File: src/rtl/ctrl_pkg.sv
// Shared definitions for the multi-cycle control FSM: state codes, opcodes and datapath select encodings.
// The TRAP state exists only when CTRL_ILLEGAL_TRAP_EN is defined.
package ctrl_pkg;

    typedef enum logic [3:0] {
        ST_IDLE   = 4'd0,
        ST_FETCH  = 4'd1,
        ST_DECODE = 4'd2,
        ST_MEMADR = 4'd3,
        ST_MEMRD  = 4'd4,
        ST_MEMWB  = 4'd5,
        ST_MEMWR  = 4'd6,
        ST_EXECR  = 4'd7,
        ST_EXECI  = 4'd8,
        ST_ALUWB  = 4'd9,
        ST_BRANCH = 4'd10,
        ST_UPPER  = 4'd11
`ifdef CTRL_ILLEGAL_TRAP_EN
        , ST_TRAP = 4'd12
`endif
    } state_t;

    localparam logic [6:0] OP_LOAD   = 7'b0000011;
    localparam logic [6:0] OP_STORE  = 7'b0100011;
    localparam logic [6:0] OP_RTYPE  = 7'b0110011;
    localparam logic [6:0] OP_ITYPE  = 7'b0010011;
    localparam logic [6:0] OP_BRANCH = 7'b1100011;
    localparam logic [6:0] OP_LUI    = 7'b0110111;
    localparam logic [6:0] OP_AUIPC  = 7'b0010111;

    localparam logic [1:0] SRCA_PC    = 2'b00;
    localparam logic [1:0] SRCA_OLDPC = 2'b01;
    localparam logic [1:0] SRCA_RS1   = 2'b10;
    localparam logic [1:0] SRCA_ZERO  = 2'b11;

    localparam logic [1:0] SRCB_RS2  = 2'b00;
    localparam logic [1:0] SRCB_IMM  = 2'b01;
    localparam logic [1:0] SRCB_FOUR = 2'b10;

    localparam logic [1:0] ALUOP_ADD    = 2'b00;
    localparam logic [1:0] ALUOP_BRANCH = 2'b01;
    localparam logic [1:0] ALUOP_FUNCT  = 2'b10;

    localparam logic [1:0] RES_ALUOUT    = 2'b00;
    localparam logic [1:0] RES_READDATA  = 2'b01;
    localparam logic [1:0] RES_ALURESULT = 2'b10;

    function automatic logic is_known_op(input logic [6:0] op);
        case (op)
            OP_LOAD, OP_STORE, OP_RTYPE, OP_ITYPE,
            OP_BRANCH, OP_LUI, OP_AUIPC: return 1'b1;
            default:                     return 1'b0;
        endcase
    endfunction

endpackage

File: src/rtl/ctrl_out_decode.sv
// Combinational control-output decode for multicycle_ctrl: {state, Op, BranchTaken, mem_ready} -> datapath controls.
// illegal_op is present only when CTRL_ILLEGAL_TRAP_EN is defined.
module ctrl_out_decode
    import ctrl_pkg::*;
(
    input  logic [3:0] state,
    input  logic [6:0] Op,
    input  logic       BranchTaken,
    input  logic       mem_ready,
    output logic       PCWrite,
    output logic       IRWrite,
    output logic       AdrSrc,
    output logic       MemRead,
    output logic       MemWrite,
    output logic       RegWrite,
    output logic [1:0] ALUSrcA,
    output logic [1:0] ALUSrcB,
    output logic [1:0] ALUOp,
    output logic [1:0] ResultSrc,
`ifdef CTRL_ILLEGAL_TRAP_EN
    output logic       illegal_op,
`endif
    output logic       instr_done
);

    always_comb begin
        // NOTE: every output gets a default before the case so no path leaves one unassigned (no latches).
        PCWrite    = 1'b0;
        IRWrite    = 1'b0;
        AdrSrc     = 1'b0;
        MemRead    = 1'b0;
        MemWrite   = 1'b0;
        RegWrite   = 1'b0;
        ALUSrcA    = SRCA_PC;
        ALUSrcB    = SRCB_RS2;
        ALUOp      = ALUOP_ADD;
        ResultSrc  = RES_ALUOUT;
        instr_done = 1'b0;
`ifdef CTRL_ILLEGAL_TRAP_EN
        illegal_op = 1'b0;
`endif

        case (state_t'(state))
            ST_FETCH: begin
                // PC+4 goes straight from the ALU into PC while the IR captures the fetched word.
                MemRead   = 1'b1;
                AdrSrc    = 1'b0;
                ALUSrcA   = SRCA_PC;
                ALUSrcB   = SRCB_FOUR;
                ALUOp     = ALUOP_ADD;
                ResultSrc = RES_ALURESULT;
                IRWrite   = mem_ready;
                PCWrite   = mem_ready;
            end
            ST_DECODE: begin
                ALUSrcA = SRCA_OLDPC;
                ALUSrcB = SRCB_IMM;
                ALUOp   = ALUOP_ADD;
`ifndef CTRL_ILLEGAL_TRAP_EN
                instr_done = !is_known_op(Op);
`endif
            end
            ST_MEMADR: begin
                ALUSrcA = SRCA_RS1;
                ALUSrcB = SRCB_IMM;
                ALUOp   = ALUOP_ADD;
            end
            ST_MEMRD: begin
                MemRead = 1'b1;
                AdrSrc  = 1'b1;
            end
            ST_MEMWB: begin
                RegWrite   = 1'b1;
                ResultSrc  = RES_READDATA;
                instr_done = 1'b1;
            end
            ST_MEMWR: begin
                MemWrite   = 1'b1;
                AdrSrc     = 1'b1;
                instr_done = mem_ready;
            end
            ST_EXECR: begin
                ALUSrcA = SRCA_RS1;
                ALUSrcB = SRCB_RS2;
                ALUOp   = ALUOP_FUNCT;
            end
            ST_EXECI: begin
                ALUSrcA = SRCA_RS1;
                ALUSrcB = SRCB_IMM;
                ALUOp   = ALUOP_FUNCT;
            end
            ST_UPPER: begin
                ALUSrcA = (Op == OP_LUI) ? SRCA_ZERO : SRCA_OLDPC;
                ALUSrcB = SRCB_IMM;
                ALUOp   = ALUOP_ADD;
            end
            ST_ALUWB: begin
                RegWrite   = 1'b1;
                ResultSrc  = RES_ALUOUT;
                instr_done = 1'b1;
            end
            ST_BRANCH: begin
                ALUSrcA    = SRCA_RS1;
                ALUSrcB    = SRCB_RS2;
                ALUOp      = ALUOP_BRANCH;
                ResultSrc  = RES_ALUOUT;
                PCWrite    = BranchTaken;
                instr_done = 1'b1;
            end
`ifdef CTRL_ILLEGAL_TRAP_EN
            ST_TRAP: illegal_op = 1'b1;
`endif
            default: ;
        endcase
    end

endmodule

File: src/rtl/multicycle_ctrl.sv
// Multi-cycle RISC-V control FSM: state register and next-state logic; outputs come from ctrl_out_decode.
// Define CTRL_ILLEGAL_TRAP_EN to trap on unknown opcodes instead of treating them as NOPs.
module multicycle_ctrl
    import ctrl_pkg::*;
(
    input  logic       clk,
    input  logic       rst_n,
    input  logic [6:0] Op,
    input  logic       mem_ready,
    input  logic       BranchTaken,
    output logic       PCWrite,
    output logic       IRWrite,
    output logic       AdrSrc,
    output logic       MemRead,
    output logic       MemWrite,
    output logic       RegWrite,
    output logic [1:0] ALUSrcA,
    output logic [1:0] ALUSrcB,
    output logic [1:0] ALUOp,
    output logic [1:0] ResultSrc,
    output logic       instr_done,
`ifdef CTRL_ILLEGAL_TRAP_EN
    output logic       illegal_op,
`endif
    output logic [3:0] state_o
);

    state_t state;

    // Reset lands in IDLE asynchronously, and IDLE decodes to all-zero, so requests drop at once.
    always_ff @(posedge clk or negedge rst_n) begin
        // NOTE: sequential state uses non-blocking assignments so every register samples pre-edge values.
        if (!rst_n) begin
            state <= ST_IDLE;
        end else begin
            case (state)
                ST_IDLE:  state <= ST_FETCH;
                ST_FETCH: if (mem_ready) state <= ST_DECODE;
                ST_DECODE: begin
                    case (Op)
                        OP_LOAD, OP_STORE: state <= ST_MEMADR;
                        OP_RTYPE:          state <= ST_EXECR;
                        OP_ITYPE:          state <= ST_EXECI;
                        OP_BRANCH:         state <= ST_BRANCH;
                        OP_LUI, OP_AUIPC:  state <= ST_UPPER;
`ifdef CTRL_ILLEGAL_TRAP_EN
                        default:           state <= ST_TRAP;
`else
                        default:           state <= ST_FETCH;
`endif
                    endcase
                end
                // The IR is stable for the whole instruction, so Op can be sampled live here.
                ST_MEMADR: state <= (Op == OP_STORE) ? ST_MEMWR : ST_MEMRD;
                ST_MEMRD:  if (mem_ready) state <= ST_MEMWB;
                ST_MEMWB:  state <= ST_FETCH;
                ST_MEMWR:  if (mem_ready) state <= ST_FETCH;
                ST_EXECR:  state <= ST_ALUWB;
                ST_EXECI:  state <= ST_ALUWB;
                ST_UPPER:  state <= ST_ALUWB;
                ST_ALUWB:  state <= ST_FETCH;
                ST_BRANCH: state <= ST_FETCH;
`ifdef CTRL_ILLEGAL_TRAP_EN
                ST_TRAP:   state <= ST_TRAP;
`endif
                default:   state <= ST_IDLE;
            endcase
        end
    end

    assign state_o = state;

    ctrl_out_decode u_out_decode (
        .state       (state),
        .Op          (Op),
        .BranchTaken (BranchTaken),
        .mem_ready   (mem_ready),
        .PCWrite     (PCWrite),
        .IRWrite     (IRWrite),
        .AdrSrc      (AdrSrc),
        .MemRead     (MemRead),
        .MemWrite    (MemWrite),
        .RegWrite    (RegWrite),
        .ALUSrcA     (ALUSrcA),
        .ALUSrcB     (ALUSrcB),
        .ALUOp       (ALUOp),
        .ResultSrc   (ResultSrc),
`ifdef CTRL_ILLEGAL_TRAP_EN
        .illegal_op  (illegal_op),
`endif
        .instr_done  (instr_done)
    );

endmodule

File: config.mk
export PLATFORM = sky130hd
export DESIGN_NAME = multicycle_ctrl
export DESIGN_NICKNAME = d
export VERILOG_FILES = /design/src/rtl/ctrl_pkg.sv /design/src/rtl/ctrl_out_decode.sv /design/src/rtl/multicycle_ctrl.sv
export SDC_FILE = /design/constraint.sdc
export NUM_CORES = 1
export LEC_CHECK = 0
export CAP_MARGIN = 40
export CORE_ASPECT_RATIO = 0.75
export CORE_UTILIZATION = 36
export DETAILED_ROUTE_END_ITERATION = 10
export PLACE_DENSITY = 0.77
export SYNTH_ARGS = -nofsm -noshare
export SYNTH_HDL_FRONTEND = slang
export SYNTH_SLANG_ARGS = --single-unit
File: constraint.sdc
create_clock -name clk -period 1.4 [get_ports clk]
set_input_delay 0.28 -clock clk [delete_from_list [all_inputs] [get_ports clk]]
set_output_delay 0.28 -clock clk [all_outputs]
set_load 0.005 [all_outputs]
==> qor.txt, run 1 <==
Clock sinks -> 4
Largest family of logic cells by synthesized area -> simple AND/OR/NAND/NOR gates
Die Y -> 38.0 um
Top post-synthesis cells by area -> dfrtp_1 16%, nor2_1 5.4%, a2111oi_4 4.4%
Synth top area share -> 16.1%
Synth Area in Compound Gates -> 23.3%
# port buffers -> 29
Bufs on Longest Clock Path -> 2
Cell Area, Synth -> 623 um2
Clock Tree Root -> clkbuf_4
Num rows -> 12
Die width -> 50.0 um
DP Wirelength -> 1690 um
Stop err -> [ERROR DPL-0038] Utilization greater than 100%, impossible to legalize
Post-synthesis sequential area ratio -> 16.1%
Gate count after technology mapping -> 79
TritonCTS buffer count -> 3
Ports -> 30
Largest area contributor in the netlist -> dfrtp_1
Starting Density -> 40.3%
Total nets after synthesis -> 90
RePlAce Congestion -> 0.865
WEP type -> top-level output
YS warnings -> 0
Synth Area in Adders -> 0%
Post-Synth Simple-Gate Area -> 49.0%
# hold bufs at CTS -> 0
Synth cell types -> 42
Post-GRT worst EP -> instr_done
Number of synthesized register bits -> 4
Largest net degree at the start of global routing -> 10
Last stage -> global routing
Mux share of post-synthesis cell area -> 0%
Status -> stopped before the end
H-Tree Level Count -> 1
Post-Synth XOR/XNOR Area -> 2.81%
Syn avg cell area -> 7.89 um2
-- repair_timing --
action                     in CTS
setup endpoints to repair      23
resized for setup             116
pin swaps                      17
buffers inserted               21
hold endpoints to repair        0
-- Yosys cell counts --
cell	count
clkbuf_2	1
nand3_1	1
a22o_1	1
o31ai_1	1
a21o_1	2
nor4b_1	1
or3b_1	1
inv_1	2
and4b_1	1
o21bai_1	1
nand2b_4	1
nand4b_1	2
o22ai_1	1
nor4b_4	1
a21boi_0	1
a21oi_1	3
dfrtp_1	4
and4bb_2	1
nand2_1	6
buf_6	2
or3_1	1
buf_4	2
a32oi_1	1
nand4bb_1	1
and2b_1	1
nor3b_1	1
buf_2	1
o311ai_1	1
or2b_1	1
a2111oi_4	1
and3_1	1
nand2b_1	3
nor3_1	4
a211oi_1	1
nand4_1	2
nor2_1	9
nor2b_1	3
o21ai_0	5
or2_1	1
nand2b_2	2
and3b_1	1
xnor2_1	2
-- per-stage QoR --
step	std cells	utilization (%)	setup WS, ps	instance area [um2]
global placement	152	73.1	-738	1130
floorplan	79	-	-26.0	654
detailed placement	152	73.1	-773	1130
CTS	173	91.1	-353	1410
-- cells by family after synthesis --
kind of cell	count (synthesis)
AO/OA/AOI/OAI	19
XOR/XNOR	2
buffers and inverters	8
flip-flops	4
AND/OR/NAND/NOR	46
==> inputs of run 2 (changes only) <==
--- a/config.mk
+++ b/config.mk
@@ -6,10 +6,10 @@
 export NUM_CORES = 1
 export LEC_CHECK = 0
 export CAP_MARGIN = 40
-export CORE_ASPECT_RATIO = 0.75
-export CORE_UTILIZATION = 36
+export CORE_AREA = 2 2 63 65
 export DETAILED_ROUTE_END_ITERATION = 10
-export PLACE_DENSITY = 0.77
+export DIE_AREA = 0 0 65 67
+export PLACE_DENSITY_LB_ADDON = 0.15
 export SYNTH_ARGS = -nofsm -noshare
 export SYNTH_HDL_FRONTEND = slang
 export SYNTH_SLANG_ARGS = --single-unit
==> constraint.sdc (replaced) <==
create_clock -name clk -period 1.8 [get_ports clk]
set_input_delay 0.36 -clock clk [delete_from_list [all_inputs] [get_ports clk]]
set_output_delay 0.36 -clock clk [all_outputs]
set_load 0.005 [all_outputs]
==> run 2 against run 1 <==
  * The flow now finishes, with violations (negative setup slack)
  * Area after synthesis unchanged
  * Synthesized cell count unchanged
==> qor.txt, run 2 <==
Synth cell types -> 42 (unchanged)
Sw power -> 782 uW
Clock Tree Root -> clkbuf_8 (was clkbuf_4)
Bufs on Longest Clock Path -> 2 (unchanged)
Cell Area, Synth -> 623 um2 (unchanged)
Internal -> 1170 uW
Placement Cell Area -> 0.00111 mm2 (was 0.00113 mm2)
Post-synthesis sequential area ratio -> 16.1% (unchanged)
Met3 usage in global routing -> 2.36%
Initial detailed-routing violation count -> 11
RSZ-0062 raised after global routing -> yes
Synth async-reset ratio -> 100% (unchanged)
Die area -> 0.00436 mm2
Tightest Pin Transition -> 286 ps
Core ar. -> 0.00361 mm2
Ports -> 30 (unchanged)
WP data required -> 1440 ps
Arrival @ worst endpoint -> 1460 ps
Critical Path End Type -> output pin
Post-Synth XOR/XNOR Area -> 2.81% (unchanged)
Commonest non-fill, non-tap cells in the layout -> 26 x buf_4, 8 x dlygate4sd2_1, 8 x buf_6, 7 x buf_2
Vias/cell -> 4.35
Clk pwr share -> 10.3%
Final worst slack -> -19.3 ps
Fillers -> 395
Gate power share -> 79.2%
Top post-synthesis cells by area -> dfrtp_1 16%, nor2_1 5.4%, a2111oi_4 4.4% (unchanged)
Total Wirelength -> 2290 um
Area of the multi-input gates -> 597 um2
Largest family of logic cells by synthesized area -> simple AND/OR/NAND/NOR gates (unchanged)
Number of synthesized register bits -> 4 (unchanged)
Worst path bufs/invs -> 3
Initial antenna violation count -> 0
Sequential cell area -> 105 um2
Failing checks -> negative setup slack
Max incr delay on CP -> 440 ps
TritonCTS buffer count -> 3 (unchanged)
Max-cap violations -> 0
Clock Latency Late Sink -> 220 ps
Slew Limit Headroom -> 80.7%
Final Cell Area -> 0.00135 mm2
Avg WL per Cell -> 12.2 um
Pleak -> 0.000674 uW
Synth top area share -> 16.1% (unchanged)
CTS tree -> done
Final-report hold violation count -> 0
Status -> finished, violations left (was stopped before the end)
Die Y -> 67 um (was 38.0 um)
F_max -> 550 MHz
Routed vias -> 813
Cell family with most CP delay -> flip-flops
Largest net degree at the start of global routing -> 13
Syn avg cell area -> 7.89 um2 (unchanged)
Worst VDD drop -> 0.523 mV
Num rows -> 22 (was 12)
Post-synth top cells -> 9 x nor2_1, 6 x nand2_1, 5 x o21ai_0 (unchanged)
GRT busiest layer -> met2
CP Class -> register to output pin
Worst hold path type -> primary input to asynchronous set/reset pin
Worst path cell trace -> or2_4, buf_6, nor3_4, buf_4, a21o_1, buf_2
Final period util -> 101%
Synth Area in Compound Gates -> 23.3% (unchanged)
Final net count -> 152
Met2 Track Usage GR -> 19.1%
Clk_skew -> 0.844 ps
DP Wirelength -> 1640 um (was 1690 um)
Post-synth EDFFs -> 0 (unchanged)
FF-to-FF End -> state_o[0]$_DFFE_PN0P_
GRT Total Usage -> 11.1%
Count leader, synth -> nor2_1 (unchanged)
Max reg flops -> 4
Total nets after synthesis -> 90 (unchanged)
Final setup violation count -> 3
YS warnings -> 0 (unchanged)
Crit-path max FO -> 5
Gate count after technology mapping -> 79 (unchanged)
Vias in the first global route -> 811
M1 GR Usage -> 13.0%
Post-Synth Simple-Gate Area -> 49.0% (unchanged)
Post-route ant nets -> 0
Final core occ -> 37.4%
Commonest non-fill, non-tap cell in the layout -> buf_4
Die width -> 65 um (was 50.0 um)
Mux share of post-synthesis cell area -> 0% (unchanged)
Dominant synthesized flop cell -> dfrtp_1 (unchanged)
Depth of the worst register-to-register path -> 7
Drt drc -> 0
H-Tree Level Count -> 1 (unchanged)
Starting Density -> 17.3% (was 40.3%)
Share of cells above drive strength 1 -> 53.2%
PD cells -> 1440 mW/mm2
Switch share -> 40.1%
Slack of the worst reg-to-reg path -> 150 ps
Clock sinks -> 4 (unchanged)
Global-route wire length before repair -> 3620 um
# port buffers -> 29 (unchanged)
Largest area contributor in the netlist -> dfrtp_1 (unchanged)
Layout area overhead -> 116%
Slew Viols, Final -> 0
Final min period -> 1820 ps
1st-pass router iterations -> 4
RePlAce Congestion -> 0.780 (was 0.865)
Place WS -> -520 ps (was -773 ps)
Clock-pin slew on the worst setup and hold paths -> 30 ps
Setup crit start kind -> register
Synth Area in Adders -> 0% (unchanged)
Sequential share of power -> 10.5%
Number of antenna diodes -> 0
R2r startpoint -> state_o[2]$_DFFE_PN0P_
Grt ovf -> 0
Crit-path slowest cell -> dfrtp_2
==> run 2: cell counts after synthesis <==
Identical to the previous run, type by type.
==> run 2: logic make-up after synthesis <==
| logic type | count (synthesis) |
|---|---|
| compound gates | 19 |
| xor+xnor | 2 |
| buf+inv | 8 |
| flops | 4 |
| simple gates | 46 |
==> run 2: worst max-delay path by stage <==
stage                                 startpoint      endpoint  slack, ps  cells after the start
after global routing      state_o[2]$_DFFE_PN0P_       PCWrite       -110                      6
after CTS                 state_o[1]$_DFFE_PN0P_  ResultSrc[0]       -240                      4
after floorplan           state_o[2]$_DFFE_PN0P_      ALUOp[1]        250                      4
after global placement                     Op[4]    instr_done       -510                      5
final                     state_o[2]$_DFFE_PN0P_       PCWrite        -20                      6
after detailed placement                   Op[4]    instr_done       -520                      5
==> run 2: stage by stage <==
step,cells,hold WS (ps),total power [uW],setup TNS [ps]
after floorplan,79,64.4,783,0
after global placement,175,581,1450,-2320
after detailed placement,175,580,1440,-2420
after CTS,184,343,1760,-1500
after global routing,187,357,2100,-319
final,187,342,1950,-41.7
==> run 2: layer usage <==
layer,up-vias,share of wire [%]
met2,20,48
met3,5,4.9
met4,0,1.7
li1,411,-
met5,-,0
met1,377,45
==> run 2: timing repair <==
action                                  CTS  global route
pin swaps                                 8             8
endpoints found under the setup margin   16            13
setup buffers                             6             3
hold buffers                              0             0
gates resized for setup                  53            38
==> run 2: layout make-up <==
| type | instances | area share [%] |
|---|---|---|
| clock buffer | 3 | 3.06 |
| tap | 48 | 4.45 |
| inverter | 2 | 0.557 |
| multi-input combinational | 67 | 44.2 |
| timing repair buffer | 63 | 39.9 |
| sequential | 4 | 7.79 |
==> run 2: worst register-to-register path: stages, from the launching register on <==
cell and delay [ps]:
dfrtp_2 440, buf_6 140, buf_6 100, buf_4 140, nor4b_4 310, nand4b_1 170
o311ai_1 120, a21o_1 160
==> run 2: power groups by stage <==
stage	Combinational [uW]	Clock [uW]	Sequential, uW
after detailed placement	1260	0	181
final	1540	201	204
after CTS	1380	206	181
after global placement	1260	0	182
after floorplan	616	0	167
after global routing	1680	207	212
Power figures use the tool's default switching activity.
